File: config.mk
export PLATFORM = sky130hd
export DESIGN_NAME = flash_reader
export DESIGN_NICKNAME = d
export VERILOG_FILES = /design/src/rtl/flash_pkg.sv /design/src/rtl/spi_bit_engine.sv /design/src/rtl/flash_reader.sv
export SDC_FILE = /design/constraint.sdc
export NUM_CORES = 1
export LEC_CHECK = 0
export ABC_AREA = 1
export CAP_MARGIN = 25
export CORE_ASPECT_RATIO = 1.5
export CORE_UTILIZATION = 55
export CTS_CLUSTER_DIAMETER = 80
export DETAILED_ROUTE_END_ITERATION = 16
export GPL_TIMING_DRIVEN = 0
export PLACE_DENSITY = 0.8
export SKIP_LAST_GASP = 1
export SLEW_MARGIN = 20
export SYNTH_ARGS = -nofsm -noshare
export SYNTH_HDL_FRONTEND = slang
export SYNTH_SLANG_ARGS = --single-unit
export TNS_END_PERCENT = 20
File: constraint.sdc
create_clock -name clk -period 2.3 [get_ports clk]
set_input_delay 0.46 -clock clk [delete_from_list [all_inputs] [get_ports clk]]
set_output_delay 0.46 -clock clk [all_outputs]
set_load 0.03 [all_outputs]
File: src/rtl/flash_pkg.sv
// rtl/flash_pkg.sv - shared constants and state type for the SPI NOR flash reader
package flash_pkg;

   localparam int AddressWidth = 24;
   localparam int CommandWidth = 8;
   localparam logic [CommandWidth-1:0] CmdRead = 8'h03;

   typedef enum logic [2:0] {
      Idle,
      SendCommand,
      SendAddress,
      ReceiveData,
      Recover
   } state_e;

endpackage

File: src/rtl/spi_bit_engine.sv
// rtl/spi_bit_engine.sv - mode 0 SPI bit engine: 2-cycle bit period, 8-bit tx/rx shift, byte boundary pause
module spi_bit_engine (
   input  logic       clk,
   input  logic       rst,
   input  logic       load_i,
   input  logic       run_i,
   input  logic       pause_i,
   input  logic [7:0] tx_byte_i,
   input  logic       miso_i,
   output logic       sclk_o,
   output logic       mosi_o,
   output logic       byte_done_o,
   output logic [7:0] rx_byte_o
);

   logic       phase_q, phase_d;
   logic [2:0] bit_cnt_q, bit_cnt_d;
   logic [7:0] tx_q, tx_d;
   logic [7:0] rx_q, rx_d;
   logic       stall;

   // A pause can only take effect before the first bit of a byte, so bytes are never split.
   assign stall       = pause_i && !phase_q && (bit_cnt_q == 3'd0);
   assign byte_done_o = run_i && phase_q && (bit_cnt_q == 3'd7);
   assign sclk_o      = phase_q;
   assign mosi_o      = tx_q[7];
   assign rx_byte_o   = rx_q;

   always_comb begin
      phase_d   = phase_q;
      bit_cnt_d = bit_cnt_q;
      tx_d      = tx_q;
      rx_d      = rx_q;
      if (load_i) begin
         tx_d      = tx_byte_i;
         phase_d   = 1'b0;
         bit_cnt_d = 3'd0;
      end else if (run_i && !stall) begin
         if (!phase_q) begin
            phase_d = 1'b1;
         end else begin
            phase_d = 1'b0;
            rx_d    = {rx_q[6:0], miso_i};
            if (bit_cnt_q == 3'd7) begin
               bit_cnt_d = 3'd0;
               tx_d      = tx_byte_i;
            end else begin
               bit_cnt_d = bit_cnt_q + 3'd1;
               tx_d      = {tx_q[6:0], 1'b0};
            end
         end
      end
   end

   always_ff @(posedge clk) begin
      if (rst) begin
         phase_q   <= 1'b0;
         bit_cnt_q <= 3'd0;
         tx_q      <= 8'h00;
         rx_q      <= 8'h00;
      end else begin
         phase_q   <= phase_d;
         bit_cnt_q <= bit_cnt_d;
         tx_q      <= tx_d;
         rx_q      <= rx_d;
      end
   end

endmodule

File: src/rtl/flash_reader.sv
// rtl/flash_reader.sv - streams bytes from SPI NOR flash (READ 0x03) onto a valid/ready byte stream
module flash_reader
   import flash_pkg::*;
#(
   parameter int ByteCountWidth = 16,
   parameter int CsHighCycles   = 4
) (
   input  logic                      clk,
   input  logic                      rst,
   input  logic                      start,
   input  logic [AddressWidth-1:0]   start_address,
   input  logic [ByteCountWidth-1:0] byte_count,
   output logic                      busy,
   output logic                      done,
   output logic [7:0]                data_out,
   output logic                      data_valid,
   input  logic                      data_ready,
   output logic                      flash_clk,
   output logic                      flash_mosi,
   input  logic                      flash_miso,
   output logic                      flash_cs_n
);

   localparam int RecWidth = $clog2(CsHighCycles + 1);

   state_e                    state_q, state_d;
   logic [AddressWidth-1:0]   addr_q, addr_d;
   logic [ByteCountWidth-1:0] count_q, count_d;
   logic [1:0]                addr_byte_q, addr_byte_d;
   logic [RecWidth-1:0]       rec_q, rec_d;
   logic                      done_q, done_d;
   logic                      pending_q, pending_d;
   logic                      valid_q, valid_d;
   logic [7:0]                data_q, data_d;

   logic       eng_load, eng_run, eng_pause, byte_done, handshake;
   logic [7:0] eng_tx, eng_rx;

   assign eng_run    = (state_q == SendCommand) || (state_q == SendAddress) || (state_q == ReceiveData);
   // The shift register holds one finished byte; stop before a second would land on an unconsumed one.
   assign eng_pause  = (state_q == ReceiveData) && valid_q && !data_ready;
   // addr_q is consumed MSB byte first and zero-fills, so mosi drops to 0 once the address is out.
   assign eng_tx     = (state_q == Idle) ? CmdRead : addr_q[AddressWidth-1 -: 8];
   assign handshake  = valid_q && data_ready;

   assign flash_cs_n = !eng_run;
   assign busy       = (state_q != Idle);
   assign done       = done_q;
   assign data_out   = data_q;
   assign data_valid = valid_q;

   spi_bit_engine u_engine (
      .clk         (clk),
      .rst         (rst),
      .load_i      (eng_load),
      .run_i       (eng_run),
      .pause_i     (eng_pause),
      .tx_byte_i   (eng_tx),
      .miso_i      (flash_miso),
      .sclk_o      (flash_clk),
      .mosi_o      (flash_mosi),
      .byte_done_o (byte_done),
      .rx_byte_o   (eng_rx)
   );

   always_comb begin
      state_d     = state_q;
      addr_d      = addr_q;
      count_d     = count_q;
      addr_byte_d = addr_byte_q;
      rec_d       = rec_q;
      done_d      = 1'b0;
      eng_load    = 1'b0;
      case (state_q)
         Idle: begin
            if (start) begin
               if (byte_count == '0) begin
                  done_d = 1'b1;
               end else begin
                  addr_d   = start_address;
                  count_d  = byte_count;
                  eng_load = 1'b1;
                  state_d  = SendCommand;
               end
            end
         end
         SendCommand: begin
            if (byte_done) begin
               addr_d      = {addr_q[AddressWidth-CommandWidth-1:0], {CommandWidth{1'b0}}};
               addr_byte_d = 2'd0;
               state_d     = SendAddress;
            end
         end
         SendAddress: begin
            if (byte_done) begin
               addr_d      = {addr_q[AddressWidth-CommandWidth-1:0], {CommandWidth{1'b0}}};
               addr_byte_d = addr_byte_q + 2'd1;
               if (addr_byte_q == 2'd2) begin
                  state_d = ReceiveData;
               end
            end
         end
         ReceiveData: begin
            if (byte_done) begin
               count_d = count_q - 1'b1;
               if (count_q == ByteCountWidth'(1)) begin
                  rec_d   = '0;
                  state_d = Recover;
               end
            end
         end
         Recover: begin
            if (rec_q == RecWidth'(CsHighCycles - 1)) begin
               done_d  = 1'b1;
               state_d = Idle;
            end else begin
               rec_d = rec_q + 1'b1;
            end
         end
         default: state_d = Idle;
      endcase
   end

   // Finished bytes wait one cycle in the shift register, then move to data_out once it is free.
   always_comb begin
      pending_d = pending_q;
      valid_d   = valid_q;
      data_d    = data_q;
      if (pending_q && (!valid_q || handshake)) begin
         data_d    = eng_rx;
         valid_d   = 1'b1;
         pending_d = 1'b0;
      end else if (handshake) begin
         valid_d = 1'b0;
      end
      if (byte_done && (state_q == ReceiveData)) begin
         pending_d = 1'b1;
      end
   end

   always_ff @(posedge clk) begin
      if (rst) begin
         state_q     <= Idle;
         addr_q      <= '0;
         count_q     <= '0;
         addr_byte_q <= 2'd0;
         rec_q       <= '0;
         done_q      <= 1'b0;
         pending_q   <= 1'b0;
         valid_q     <= 1'b0;
         data_q      <= 8'h00;
      end else begin
         state_q     <= state_d;
         addr_q      <= addr_d;
         count_q     <= count_d;
         addr_byte_q <= addr_byte_d;
         rec_q       <= rec_d;
         done_q      <= done_d;
         pending_q   <= pending_d;
         valid_q     <= valid_d;
         data_q      <= data_d;
      end
   end

endmodule

Word level (Yosys, flattened, before mapping). Index checks and enable logic that the tools add are counted.

Add/subtract/negate cells: 4. Multipliers: 0. Divide/modulo/power cells: 0. Order comparisons: 0. Equal/unequal tests: 18. Shift operators: 0. Muxes and demuxes: 42. Bitwise gates (word level): 1. Reduce and logical (&&, ||, !) cells: 40.

Operators by type and width (number): 2-to-1 mux 24 bit (3); 2-to-1 mux 16 bit (3); case mux 24 bit (2 select lines) (1); 2-to-1 mux 8 bit (5); 2-to-1 mux 3 bit (12); case mux 16 bit (2 select lines) (1); == test 16 x 1 -> 1 bit (second input constant) (1); zero test 16 bit (1); nonzero test 2 bit (8); subtractor 16 x 1 -> 16 bit (second input constant) (1); case mux 3 bit (5 select lines) (1); != test 2 bit (second input constant) (7); AND reduction 4 bit (3); 2-to-1 mux 1 bit (11); logical AND 1 bit (10); == test 3 x 2 -> 1 bit (second input constant) (3); AND reduction 8 bit (1); adder 3 x 1 -> 3 bit (second input constant) (2); == test 3 bit (second input constant) (2); zero test 3 bit (2); != test 2 x 1 -> 1 bit (second input constant) (3); case mux 3 bit (2 select lines) (1); AND reduction 3 bit (2); zero test 1 bit (5); 11 further kinds (16).

Flip-flop bits (word level): 79. Bits in latches: 0. Bits in writable memories: 0. Memory bits (read-only): 0. Output and inout bits: 14. Memories: 0.

Depth between registers and ports, before layout.
Depth in word-level cells: 9. Depth in mapped cells: 12. Gate-level depth less buffers: 10.

By module. A second synthesis with hierarchy kept.

Cell total of the unflattened synthesis: 649. Area, all modules: 4107.7 µm².

Modules (own cells, without submodules): flash_reader (times used 1, cells each 521, area an instance 3184.3 µm²); spi_bit_engine (times used 1, cells each 128, area an instance 923.4 µm²).

Least setup slack after synthesis. OpenSTA, ideal clock, no wires.

Path type: reg2reg. Start: register u_engine.bit_cnt_q[0]. End: register addr_q[10]. Setup time: 0.116 ns. Arrival time: 1.605 ns. Data required time: 2.184 ns. Setup slack: 0.579 ns. Cell stages (with the launch flop): 12. Buffers on the path: 3. Period minus slack after synthesis: 1.721 ns. Cells stage by stage: dfxtp_1 -> ha_1 -> ha_1 -> buf_4 -> nand2_1 -> inv_1 -> nand2_4 -> nand2_2 -> buf_6 -> buf_6 -> o21ai_0 -> nor2_1.

Longest elaborated chain between the ends: 4.

RTL lines: start: declaration (RTL line spi_bit_engine.sv:17) `logic [2:0] bit_cnt_q, bit_cnt_d;`; start signal: assignment (RTL line spi_bit_engine.sv:63) `bit_cnt_q <= bit_cnt_d;`; == test 3 bit (RTL line spi_bit_engine.sv:24) `assign byte_done_o = run_i && phase_q && (bit_cnt_q == 3'd7);`; logical AND 1 bit (RTL line spi_bit_engine.sv:24); != test 2 x 1 -> 1 bit (no line); AND reduction 4 bit (no line); end signal: assignment (RTL line flash_reader.sv:154) `addr_q <= addr_d;`; end: declaration (RTL line flash_reader.sv:27) `logic [AddressWidth-1:0] addr_q, addr_d;`.

Every way passes these cells. A chain may end at the register's enable or synchronous reset.

Worst setup path in the final report.
Start: register state_q[1]. End: output port busy.

Longest elaborated chain between the ends: 1.

RTL lines: start: declaration (RTL line flash_reader.sv:26) `state_e state_q, state_d;`; start signal: assignment (RTL line flash_reader.sv:143) `state_q <= Idle;`; start signal: assignment (RTL line flash_reader.sv:153) `state_q <= state_d;`; nonzero test 3 bit (RTL line flash_reader.sv:47) `assign busy = (state_q != Idle);`; end: declaration (RTL line flash_reader.sv:13) `output logic busy,`.

Every way passes these cells.

==> summary.txt <==
Critical path
  – Reg2reg setup slack: 350 ps
  – CP Launch Point: state_q[1]$_SDFFE_PP0P_
  – WP data required: 1840 ps
  – Startpoint types: flip-flop
  – Setup crit end: busy
  – Max FO, Critical Path: 10
  – Worst r2r dst: addr_q[10]$_SDFFE_PP0P_
  – Worst endpoint data arrival time: 1770 ps
  – Critical R2R Launch: u_engine.bit_cnt_q[0]$_SDFFE_PP0P_
  – Reg2reg path depth: 11
  – Kind of critical path: reg2out
  – CP endpoint kind: primary output

Synth
  – Post-synthesis mux area share: 0%
  – Syn Nets: 696
  – Primary FF master, synth: dfxtp_1
  – Post-synth EDFFs: 0
  – Synth Register Bits: 79
  – Syn Inst Count: 643
  – Top post-synthesis cells by count: nand2_1 (182), nor2_1 (129), dfxtp_1 (79)
  – Syn. warnings: 0
  – Adder-cell share of the synthesized area: 2.415%
  – Post-synth ARST share: 0%
  – Cell variety after synth: 29
  – Cell Area, Synth: 4145 um^2
  – Post-synthesis compound-gate area fraction: 13.76%
  – Most numerous cell in the Yosys netlist: nand2_1
  – Seq/Total Area, Yosys: 38.15%
  – Simple-gate share of the synthesized area: 36.49%
  – Synth top area share: 38.15%
  – Syn Area/Cell: 6.447 um^2
  – Largest family of logic cells by synthesized area: simple AND/OR/NAND/NOR gates
  – Top cells by area, synth: dfxtp_1 (38%), nand2_1 (16%), nor2_1 (12%)
  – Post-Synth XOR/XNOR Area: 0.4226%
  – Largest area contributor in the netlist: dfxtp_1

Place
  – Gpl congestion: 0.9735
  – I/O Buffers: 57
  – Post-Place Cells: 800
  – Post-DP HPWL: 8403 um

Run
  – Max Cap Viol: 0

Layout
  – Final non-filler cell total: 816
  – Nets: 764
  – Share of cells above drive strength 1: 8.240%
  – N_diodes: 0
  – Layout area overhead: 22.19%

Clock network
  – H-tree depth: 3
  – Post-cts resize count: 1
  – CTS Hold Bufs: 0
  – Clock latency on the worst-skew pair: 360 ps
  – Clock Sinks: 79
  – Num CTS Buffers: 9
  – Clock Pin Slew Worst Setup and Hold Paths: 80 ps
  – CTS tree: built
  – Clock root cell: clkbuf_8
  – Post-CTS Setup Bufs: 0
  – Max clock buf depth: 2

Drt
  – Initial DRC Count: 175
  – Via density: 5.252
  – WL/cell: 13.59 um
  – Routed Antenna Nets: 0
  – Final wirelength: 11090 um
  – Drt first pass iters: 5
  – DRC errors left: 0
  – Vias: 4286

STA
  – Slew @ Worst Pin: 580.6 ps
  – Fin. Hold Viols: 0
  – Slew HR: 61.30%
  – Final slew viol count: 0
  – Final setup TNS: 0 ps
  – Minimum clock period after layout: 2227 ps
  – Final worst-path cycle share: 96.82%
  – RSZ-0062 raised after global routing: true
  – Clk_skew: 11.28 ps
  – Fmax: 449.1 MHz
  – Finish-stage setup viols: 0

Global route
  – Largest net degree at the start of global routing: 15
  – Vias in the first global route: 4061
  – First-pass GRT wire length: 17950 um
  – Gr ovfl total: 0
  – Initial antenna violation count: 0
  – GRT Resource Usage Total: 29.62%

Power and ir drop
  – Logic pwr share: 50.6%
  – Sequential power share: 31.4%
  – Clock power share: 18.0%
  – VDD IR-drop max: 0.7838 mV
  – Pwr/cell area: 1256 nW/um^2
  – LEAKAGE: 2.265 nW
  – Switching power of the nets: 2.914 mW
  – Sw Ratio: 45.81%
  – P_int: 3.447 mW

Floorplanning
  – Starting Density: 56.98%
  – Die Area: 7895 um^2
  – Row count: 38
  – I/O Pins: 59
  – Die Y: 108.3 um
  – Chip Width: 72.89 um
  – Core Region: 7274 um^2

Outcome
  – Status: completed

Worst hold path
  – Min-Delay Path Class: in2reg
## power by group through the flow
stage | sequential [mW] | clock, mW | combinational (mW)
5_1_grt | 2.04 | 1.22 | 3.62
2_1_floorplan | 1.96 | 0 | 2.40
4_1_cts | 1.99 | 1.15 | 3.22
6_report | 2.00 | 1.14 | 3.22
3_5_place_dp | 2.02 | 0 | 3.22
3_3_place_gp | 2.01 | 0 | 3.13
## worst max-delay path: stages (launching register included)
cell and delay [ps]:
dfxtp_1 440, inv_1 120, nand2_2 160, nor2_4 60, buf_2 190, inv_1 60
dlygate4sd2_1 380
## state kept, by name (all words and copies together) (netlist names), 2 cells and up
register            flops
rec_q                   3
data_out                8
u_engine.bit_cnt_q      3
u_engine.tx_q           8
u_engine.rx_byte_o      8
state_q                 3
addr_q                 24
addr_byte_q             2
count_q                16
## metal layers
metal	vias up	wire, um	global-route usage (%)
li1	2177	-	-
met5	-	0	0
met2	89	6083	55.87
met4	0	286	13.59
met1	1996	4384	30.70
met3	24	338	5.871
## cell usage in the layout (no fill, tap or decap), drive strengths merged, types with 17 or more instances in the layout
cell	n
clkbuf	17
a21oi	43
nand3	33
o21ai	61
buf	21
dfxtp	79
clkdlybuf4s50	55
nor2	131
inv	47
nand2	190
## cell families after synthesis
kind of cell / Yosys count
AO/OA/AOI/OAI: 110
XOR/XNOR: 2
adder cells (fa/ha/maj): 8
buffers and inverters: 76
flip-flops: 79
AND/OR/NAND/NOR: 368
## layout make-up
type	instances	area (um^2)
clock inverters	7	96.34
plain buffers	29	186.4
fillers	666	2210
repair buffers	57	571.8
well taps	100	125.1
clock buffers	9	123.9
inverters	47	176.4
multi-input cells	488	2203
flip-flops and latches	79	1582
## through the flow
step	hold slack [ps]	total power, mW	worst slack, ps	instance area (um^2)	utilization [%]
2_1_floorplan	432.2	4.359	579.1	4145	-
3_3_place_gp	452.2	5.138	26.20	4841	66.55
3_5_place_dp	456.8	5.232	-34.00	4841	66.55
4_1_cts	451.3	6.367	39.94	5060	69.56
5_1_grt	464.4	6.887	-0.2903	5065	69.63
6_report	456.0	6.361	73.20	5065	69.63
## how the worst min path moves through the flow
stage / start / to / slack, ps / depth (start not counted)
after floorplan: addr_byte_q[0]$_SDFFE_PP0P_ / addr_byte_q[0]$_SDFFE_PP0P_ / 430 / 1
after global placement: addr_byte_q[0]$_SDFFE_PP0P_ / addr_byte_q[0]$_SDFFE_PP0P_ / 450 / 1
after detailed placement: u_engine.rx_byte_o[1]$_SDFFE_PP0P_ / data_out[1]$_SDFFE_PP0P_ / 460 / 2
after CTS: rst / u_engine.tx_q[7]$_SDFFE_PP0P_ / 450 / 2
after global routing: rst / pending_q$_SDFFE_PP0P_ / 460 / 2
final: rst / u_engine.tx_q[7]$_SDFFE_PP0P_ / 460 / 2
Power figures use the tool's default switching activity.
